## src/rtl/booth_pkg.sv

```systemverilog
// booth_pkg: shared types and constants for the radix-4 Booth sequential multiplier.
//   state_t    - controller states
//   dbg_t      - observation struct exported by the top (state + accumulator guard bits)
//   DIG_*      - radix-4 digit encodings {b[2i+1], b[2i], b[2i-1]}
package booth_pkg;

   typedef enum logic [1:0] {
      ST_IDLE = 2'd0,
      ST_CALC = 2'd1,
      ST_DONE = 2'd2
   } state_t;

   // Guard bits are the two accumulator bits above the product width; in a
   // correct run they are pure sign/zero extension of the result.
   typedef struct packed {
      state_t     state;
      logic [1:0] acc_guard;
   } dbg_t;

   // 000 and 111 select zero and need no constant.
   localparam logic [2:0] DIG_P1_A = 3'b001;
   localparam logic [2:0] DIG_P1_B = 3'b010;
   localparam logic [2:0] DIG_P2   = 3'b011;
   localparam logic [2:0] DIG_M2   = 3'b100;
   localparam logic [2:0] DIG_M1_A = 3'b101;
   localparam logic [2:0] DIG_M1_B = 3'b110;

endpackage

```

## src/rtl/booth_encoder.sv

```systemverilog
// booth_encoder: decodes one radix-4 Booth digit into multiple-select controls.
//   digit   - {b[2i+1], b[2i], b[2i-1]}
//   neg     - selected multiple is subtracted
//   sel_one - select 1*A
//   sel_two - select 2*A
//   (sel_one = sel_two = 0 means the digit contributes zero)
module booth_encoder
   import booth_pkg::*;
(
   input  logic [2:0] digit,
   output logic       neg,
   output logic       sel_one,
   output logic       sel_two
);

   always_comb begin
      neg     = 1'b0;
      sel_one = 1'b0;
      sel_two = 1'b0;
      case (digit)
         DIG_P1_A, DIG_P1_B: sel_one = 1'b1;
         DIG_P2:             sel_two = 1'b1;
         DIG_M2: begin
            neg     = 1'b1;
            sel_two = 1'b1;
         end
         DIG_M1_A, DIG_M1_B: begin
            neg     = 1'b1;
            sel_one = 1'b1;
         end
         default: ;
      endcase
   end

endmodule

```

## src/rtl/booth_seq_mult.sv

```systemverilog
// booth_seq_mult: sequential radix-4 Booth multiplier, one digit per cycle.
//   clk, rst            - rising-edge clock, synchronous active-high reset
//   in_valid/in_ready   - operand handshake (in_a, in_b, in_signed)
//   out_valid/out_ready - product handshake (out_prod, low A_W+B_W bits)
//   dbg                 - controller state and accumulator guard bits
//
// Handshake: a transfer happens on a rising edge where valid and ready are
// both 1. in_ready is 1 only in IDLE, so in_valid is ignored at all other
// times. out_valid is 1 only in DONE and out_prod holds until out_ready is
// sampled high. Nothing is buffered; transactions never overlap.
module booth_seq_mult
   import booth_pkg::*;
#(
   parameter int A_W = 24,
   parameter int B_W = 8
) (
   input  logic               clk,
   input  logic               rst,
   input  logic               in_valid,
   output logic               in_ready,
   input  logic [A_W-1:0]     in_a,
   input  logic [B_W-1:0]     in_b,
   input  logic               in_signed,
   output logic               out_valid,
   input  logic               out_ready,
   output logic [A_W+B_W-1:0] out_prod,
   output dbg_t               dbg
);

   localparam int P_W   = A_W + B_W;
   localparam int N_DIG = B_W / 2 + 1;
   localparam int CNT_W = $clog2(N_DIG);

   state_t           state, state_nxt;
   logic [A_W+1:0]   a_reg;
   logic [B_W+1:0]   b_reg;
   logic [CNT_W-1:0] cnt;
   logic [P_W+1:0]   acc, acc_nxt;
   logic [CNT_W:0]   sh_amt;
   logic [B_W+2:0]   b_aug;
   logic [2:0]       digit;
   logic             dig_neg, dig_one, dig_two;
   logic [P_W+1:0]   a_wide, mag, term;
   logic             last_dig;

   // Digit i sits at bit 2i of b_aug, whose appended LSB is the implicit b[-1] = 0.
   assign sh_amt   = {cnt, 1'b0};
   assign b_aug    = {b_reg, 1'b0};
   assign digit    = 3'(b_aug >> sh_amt);
   assign last_dig = (cnt == CNT_W'(N_DIG - 1));

   booth_encoder u_enc (
      .digit   (digit),
      .neg     (dig_neg),
      .sel_one (dig_one),
      .sel_two (dig_two)
   );

   // Single adder: the selected multiple is placed at weight 4^i and added
   // into the accumulator; carries out of P_W+2 bits are dropped.
   always_comb begin
      a_wide = {{B_W{a_reg[A_W+1]}}, a_reg};
      mag    = '0;
      if (dig_two) begin
         mag = a_wide << 1;
      end else if (dig_one) begin
         mag = a_wide;
      end
      term    = dig_neg ? -mag : mag;
      acc_nxt = acc + (term << sh_amt);
   end

   always_comb begin
      state_nxt = state;
      unique case (state)
         ST_IDLE: if (in_valid)  state_nxt = ST_CALC;
         ST_CALC: if (last_dig)  state_nxt = ST_DONE;
         ST_DONE: if (out_ready) state_nxt = ST_IDLE;
         default:                state_nxt = ST_IDLE;
      endcase
   end

   always_ff @(posedge clk) begin
      if (rst) begin
         state <= ST_IDLE;
         a_reg <= '0;
         b_reg <= '0;
         cnt   <= '0;
         acc   <= '0;
      end else begin
         state <= state_nxt;
         case (state)
            ST_IDLE: begin
               if (in_valid) begin
                  // Two extension bits: sign copies when signed, zeros otherwise,
                  // so unsigned operands look like positive signed ones.
                  a_reg <= {{2{in_signed & in_a[A_W-1]}}, in_a};
                  b_reg <= {{2{in_signed & in_b[B_W-1]}}, in_b};
                  cnt   <= '0;
                  acc   <= '0;
               end
            end
            ST_CALC: begin
               acc <= acc_nxt;
               cnt <= cnt + CNT_W'(1);
            end
            default: ;
         endcase
      end
   end

   assign in_ready      = (state == ST_IDLE);
   assign out_valid     = (state == ST_DONE);
   assign out_prod      = acc[P_W-1:0];
   assign dbg.state     = state;
   assign dbg.acc_guard = acc[P_W+1:P_W];

endmodule

```

## config.mk

```make
export PLATFORM = sky130hd
export DESIGN_NAME = booth_seq_mult
export DESIGN_NICKNAME = d
export VERILOG_FILES = /design/src/rtl/booth_pkg.sv /design/src/rtl/booth_encoder.sv /design/src/rtl/booth_seq_mult.sv
export SDC_FILE = /design/constraint.sdc
export NUM_CORES = 1
export LEC_CHECK = 0
export BUFFER_PORTS_ARGS = -buffer_cell sky130_fd_sc_hd__buf_4
export CORE_ASPECT_RATIO = 2
export CORE_MARGIN = 2
export CORE_UTILIZATION = 60
export DETAILED_ROUTE_END_ITERATION = 12
export GPL_TIMING_DRIVEN = 0
export PLACE_DENSITY = 0.84
export SLEW_MARGIN = 20
export SYNTH_ARGS = -nofsm -noshare
export SYNTH_HDL_FRONTEND = slang
export SYNTH_SLANG_ARGS = --single-unit
```

## constraint.sdc

```tcl
create_clock -name clk -period 10 [get_ports clk]
set_input_delay 3 -clock clk [delete_from_list [all_inputs] [get_ports clk]]
set_output_delay 3 -clock clk [all_outputs]
set_load 0.05 [all_outputs]
```

==> metrics.txt <==
# TYPE chip_impl_metric gauge
chip_impl_metric{name="die_height",unit="um"} 156
chip_impl_metric{name="placementRows",unit=""} 55
chip_impl_metric{name="mappedNetlistNets",unit=""} 1041
chip_impl_metric{name="async_reset_ff_share",unit="%"} 0
chip_impl_metric{name="grt_max_degree",unit=""} 16
chip_impl_metric{name="clk_path_buf_depth",unit=""} 2
chip_impl_info{name="run_status",value="complete, no violations"} 1
chip_impl_metric{name="period_share",unit="%"} 95.3
chip_impl_metric{name="tritoncts.num_buffers",unit=""} 9
chip_impl_info{name="synth.area.top_cells",value="sky130_fd_sc_hd__dfxtp_1 (21%), sky130_fd_sc_hd__nand2_1 (8.3%), sky130_fd_sc_hd__a21oi_1 (8.1%)"} 1
chip_impl_metric{name="dr.pass1.iters",unit=""} 5
chip_impl_metric{name="worstRegToRegCells",unit=""} 38
chip_impl_metric{name="drive_gt1_share",unit="%"} 13.3
chip_impl_metric{name="final_critical_path_setup_slack",unit="ns"} 0.468
chip_impl_metric{name="worst_setup_hold_path_clk_slew",unit="ns"} 0.08
chip_impl_info{name="crit_type",value="reg2reg"} 1
chip_impl_metric{name="finish.cell_count_without_fillers",unit=""} 1196
chip_impl_metric{name="worst_pin_slew",unit="ns"} 0.824
chip_impl_metric{name="path_max_fanout",unit=""} 10
chip_impl_metric{name="final_wirelength",unit="um"} 24200
chip_impl_metric{name="place_inst",unit=""} 1179
chip_impl_metric{name="detailedPlacementHpwl",unit="um"} 19000
chip_impl_metric{name="synth-seq-area-share",unit="%"} 21.1
chip_impl_info{name="crit_path_top_delay_cell",value="sky130_fd_sc_hd__a221o_1"} 1
chip_impl_metric{name="clkLatencyLatePin",unit="ns"} 0.37
chip_impl_metric{name="place.gp.congestion",unit=""} 1.07
chip_impl_metric{name="finalWorstPathRequiredPeriod",unit="ns"} 9.53
chip_impl_metric{name="max_slew_margin",unit="%"} 45.1
chip_impl_metric{name="core_region_area",unit="mm2"} 0.0113
chip_impl_metric{name="finalHoldViolCount",unit=""} 0
chip_impl_metric{name="post_drt_via_cell_ratio",unit=""} 6.48
chip_impl_metric{name="grt_pass1_vias",unit=""} 7716
chip_impl_info{name="postSynth.topFlopCell",value="sky130_fd_sc_hd__dfxtp_1"} 1
chip_impl_metric{name="min_delay_path_depth",unit=""} 2
chip_impl_metric{name="cts_num_sinks",unit=""} 73
chip_impl_metric{name="power_density",unit="mW/mm2"} 133
chip_impl_metric{name="congestion_overflow_gr",unit=""} 0
chip_impl_metric{name="postSynthRegisterBits",unit=""} 73
chip_impl_metric{name="power.static_leakage",unit="uW"} 0.00343
chip_impl_metric{name="synth_edf_count",unit=""} 0
chip_impl_metric{name="drtIter0Drc",unit=""} 566
chip_impl_metric{name="cp.required",unit="ns"} 10.24
chip_impl_metric{name="antenna_cells_inserted",unit=""} 0
chip_impl_metric{name="critical_path.max_stage_delay",unit="ns"} 0.44
chip_impl_info{name="start_kind",value="flop"} 1
chip_impl_metric{name="max_cap_viol_count",unit=""} 0
chip_impl_info{name="synth_top_area_cell",value="sky130_fd_sc_hd__dfxtp_1"} 1
chip_impl_metric{name="count_of_fill_cells_added_during_filler_insertion",unit=""} 1033
chip_impl_info{name="rsz0062_at_grt",value="no"} 1
chip_impl_metric{name="number_of_nets_in_the_layout",unit=""} 1127
chip_impl_metric{name="die_area",unit="mm2"} 0.0125
chip_impl_metric{name="synth_cell_types",unit=""} 78
chip_impl_metric{name="io_buffer_count",unit=""} 74
chip_impl_info{name="cts_tree",value="yes"} 1
chip_impl_metric{name="drc",unit=""} 0
chip_impl_metric{name="arrival",unit="ns"} 9.77
chip_impl_metric{name="detail_route.wl_per_cell",unit="um"} 20.2
chip_impl_metric{name="grt_first_pass_wirelength",unit="um"} 38300
chip_impl_metric{name="netlist_area",unit="mm2"} 0.00691
chip_impl_metric{name="maxClockFrequency",unit="MHz"} 105
chip_impl_metric{name="largest_register_ffs",unit=""} 34
chip_impl_metric{name="ant_nets",unit=""} 0
chip_impl_info{name="clk_root_buffer_cell",value="sky130_fd_sc_hd__clkbuf_16"} 1
chip_impl_metric{name="synthCells",unit=""} 963
chip_impl_metric{name="yosys_warnings",unit=""} 0
chip_impl_metric{name="placement.setup.worst_slack",unit="ns"} -0.293
chip_impl_metric{name="routed-via-count",unit=""} 7746
chip_impl_metric{name="grt_antenna_before_repair",unit=""} 0
chip_impl_metric{name="floorplan.die.width",unit="um"} 79.9
chip_impl_info{name="hold_path.class",value="reg2reg"} 1
chip_impl_metric{name="clock_tree.htree_level_count",unit=""} 3
chip_impl_metric{name="start_util",unit="%"} 61.3
chip_impl_metric{name="global_route.usage.total",unit="%"} 39.5
chip_impl_metric{name="timing.final.max_slew_violations",unit=""} 0
chip_impl_info{name="worst_setup_path_end_kind",value="flop"} 1
chip_impl_metric{name="fraction_of_synthesized_cell_area_taken_by_the_top_area_cell_type",unit="%"} 21.1
chip_impl_metric{name="layout-area-overhead-vs-synth",unit="%"} 15.4
chip_impl_metric{name="finClkSkew",unit="ns"} 0.0242
chip_impl_metric{name="vdd_ir_drop_max",unit="mV"} 0.117
chip_impl_metric{name="setup_violations",unit=""} 0
chip_impl_metric{name="synthesis.area_per_instance",unit="um2"} 7.18
chip_impl_metric{name="num_io_pins",unit=""} 75
[worst max-delay path, delay by kind of cell (launching register included)]
family / cells / cell delay (ns)
muxes: 1 / 0.24
buffers and inverters: 7 / 1.78
adders and majority gates: 3 / 0.84
and+or+nand+nor: 10 / 2.09
AOI/OAI and AO/OA: 15 / 3.49
xor gates and xnor gates: 2 / 0.58
DFF: 1 / 0.37
[through the flow]
stage                     power [uW]  setup TNS (ns)  hold slack, ns  cell area [um2]  util [%]
final                           1060               0           0.462             7980      70.7
after global routing            1110               0           0.487             7980      70.7
after CTS                       1040               0           0.459             7950      70.4
after detailed placement         722          -0.921           0.448             7650      67.8
after global placement           718          -0.634           0.442             7650      67.8
after floorplan                  611               0           0.433             6910         -
[synth_stat cells, drive strengths merged (10+ instances only)]
cell type / number
ha: 40
a22o: 10
nand3: 39
nand2: 152
xnor2: 24
and3: 13
dfxtp: 73
a21o: 17
o31ai: 11
xor2: 17
o21ai: 47
and2: 15
a211oi: 13
o22ai: 13
o21a: 10
mux2: 15
inv: 31
nor2: 63
clkbuf: 48
mux2i: 31
a21oi: 113
nor3: 27
buf: 17
a31oi: 21
[cells in the final DEF, fill, tap and decap left out, drive strengths merged, types with 7 or more instances in the layout]
cell type,n
clkbuf,60
xnor2,24
a22o,10
a31oi,21
nor2b,9
nand4,8
ha,40
nand2,152
mux2i,31
and2,15
and3,13
o31ai,11
a21oi,113
or3,7
nand3,39
o21ai,47
mux2,15
nor2,63
a211oi,13
o211ai,8
dfxtp,73
inv,35
o21a,10
a21o,17
buf,89
xor2,17
nor3,27
o22ai,13
[worst paths after layout]
| kind | startpoint | endpoint | slack [ns] |
|---|---|---|---|
| setup / recovery | cnt[0] | acc[33] | 0.47 |
| hold / removal | b_reg[0] | b_reg[0] | 0.46 |
| setup reg to reg | cnt[0] | acc[33] | 0.47 |
| hold reg to reg | b_reg[0] | b_reg[0] | 0.46 |
[logic make-up after synthesis]
logic type	count (synthesis)	synth area share (%)
fa+ha+maj	41	7.53
buf+inv	96	5.41
compound gates	305	28.7
flops	73	21.1
xor+xnor	41	5.19
simple gates	359	24.3
mux	48	7.69
[layout make-up]
cell class	instances	area, um2	share of cell area [%]
Tap cell	142	178	2.23
Buffer	65	265	3.33
Timing Repair Buffer	75	563	7.06
Sequential cell	73	1460	18.3
Clock buffer	9	225	2.82
Inverter	31	116	1.46
Multi-Input combinational cell	794	5110	64.0
Clock inverter	7	58.8	0.737
[layer usage]
layer  GRT usage [%]  part of all wire, %  vias to the layer above
met3            6.66                  4.6                      140
met1            38.0                   34                     3594
met5               0                    0                        -
met4            30.2                  8.2                        0
met2            71.9                   53                      340
li1                -                    -                     3672
[power breakdown]
group	total (uW)	switching (uW)	internal [uW]
clock	326	154	173
combinational	409	261	148
sequential	322	16.6	306
[what timing repair did]
action | CTS | global route
hold buffers | 0 | 0
endpoints found under the setup margin | 7 | 15
buffers inserted | 0 | 1
pin swaps | 0 | 1
resized for setup | 3 | 10
Note: power is estimated with default switching activity, not from simulation.
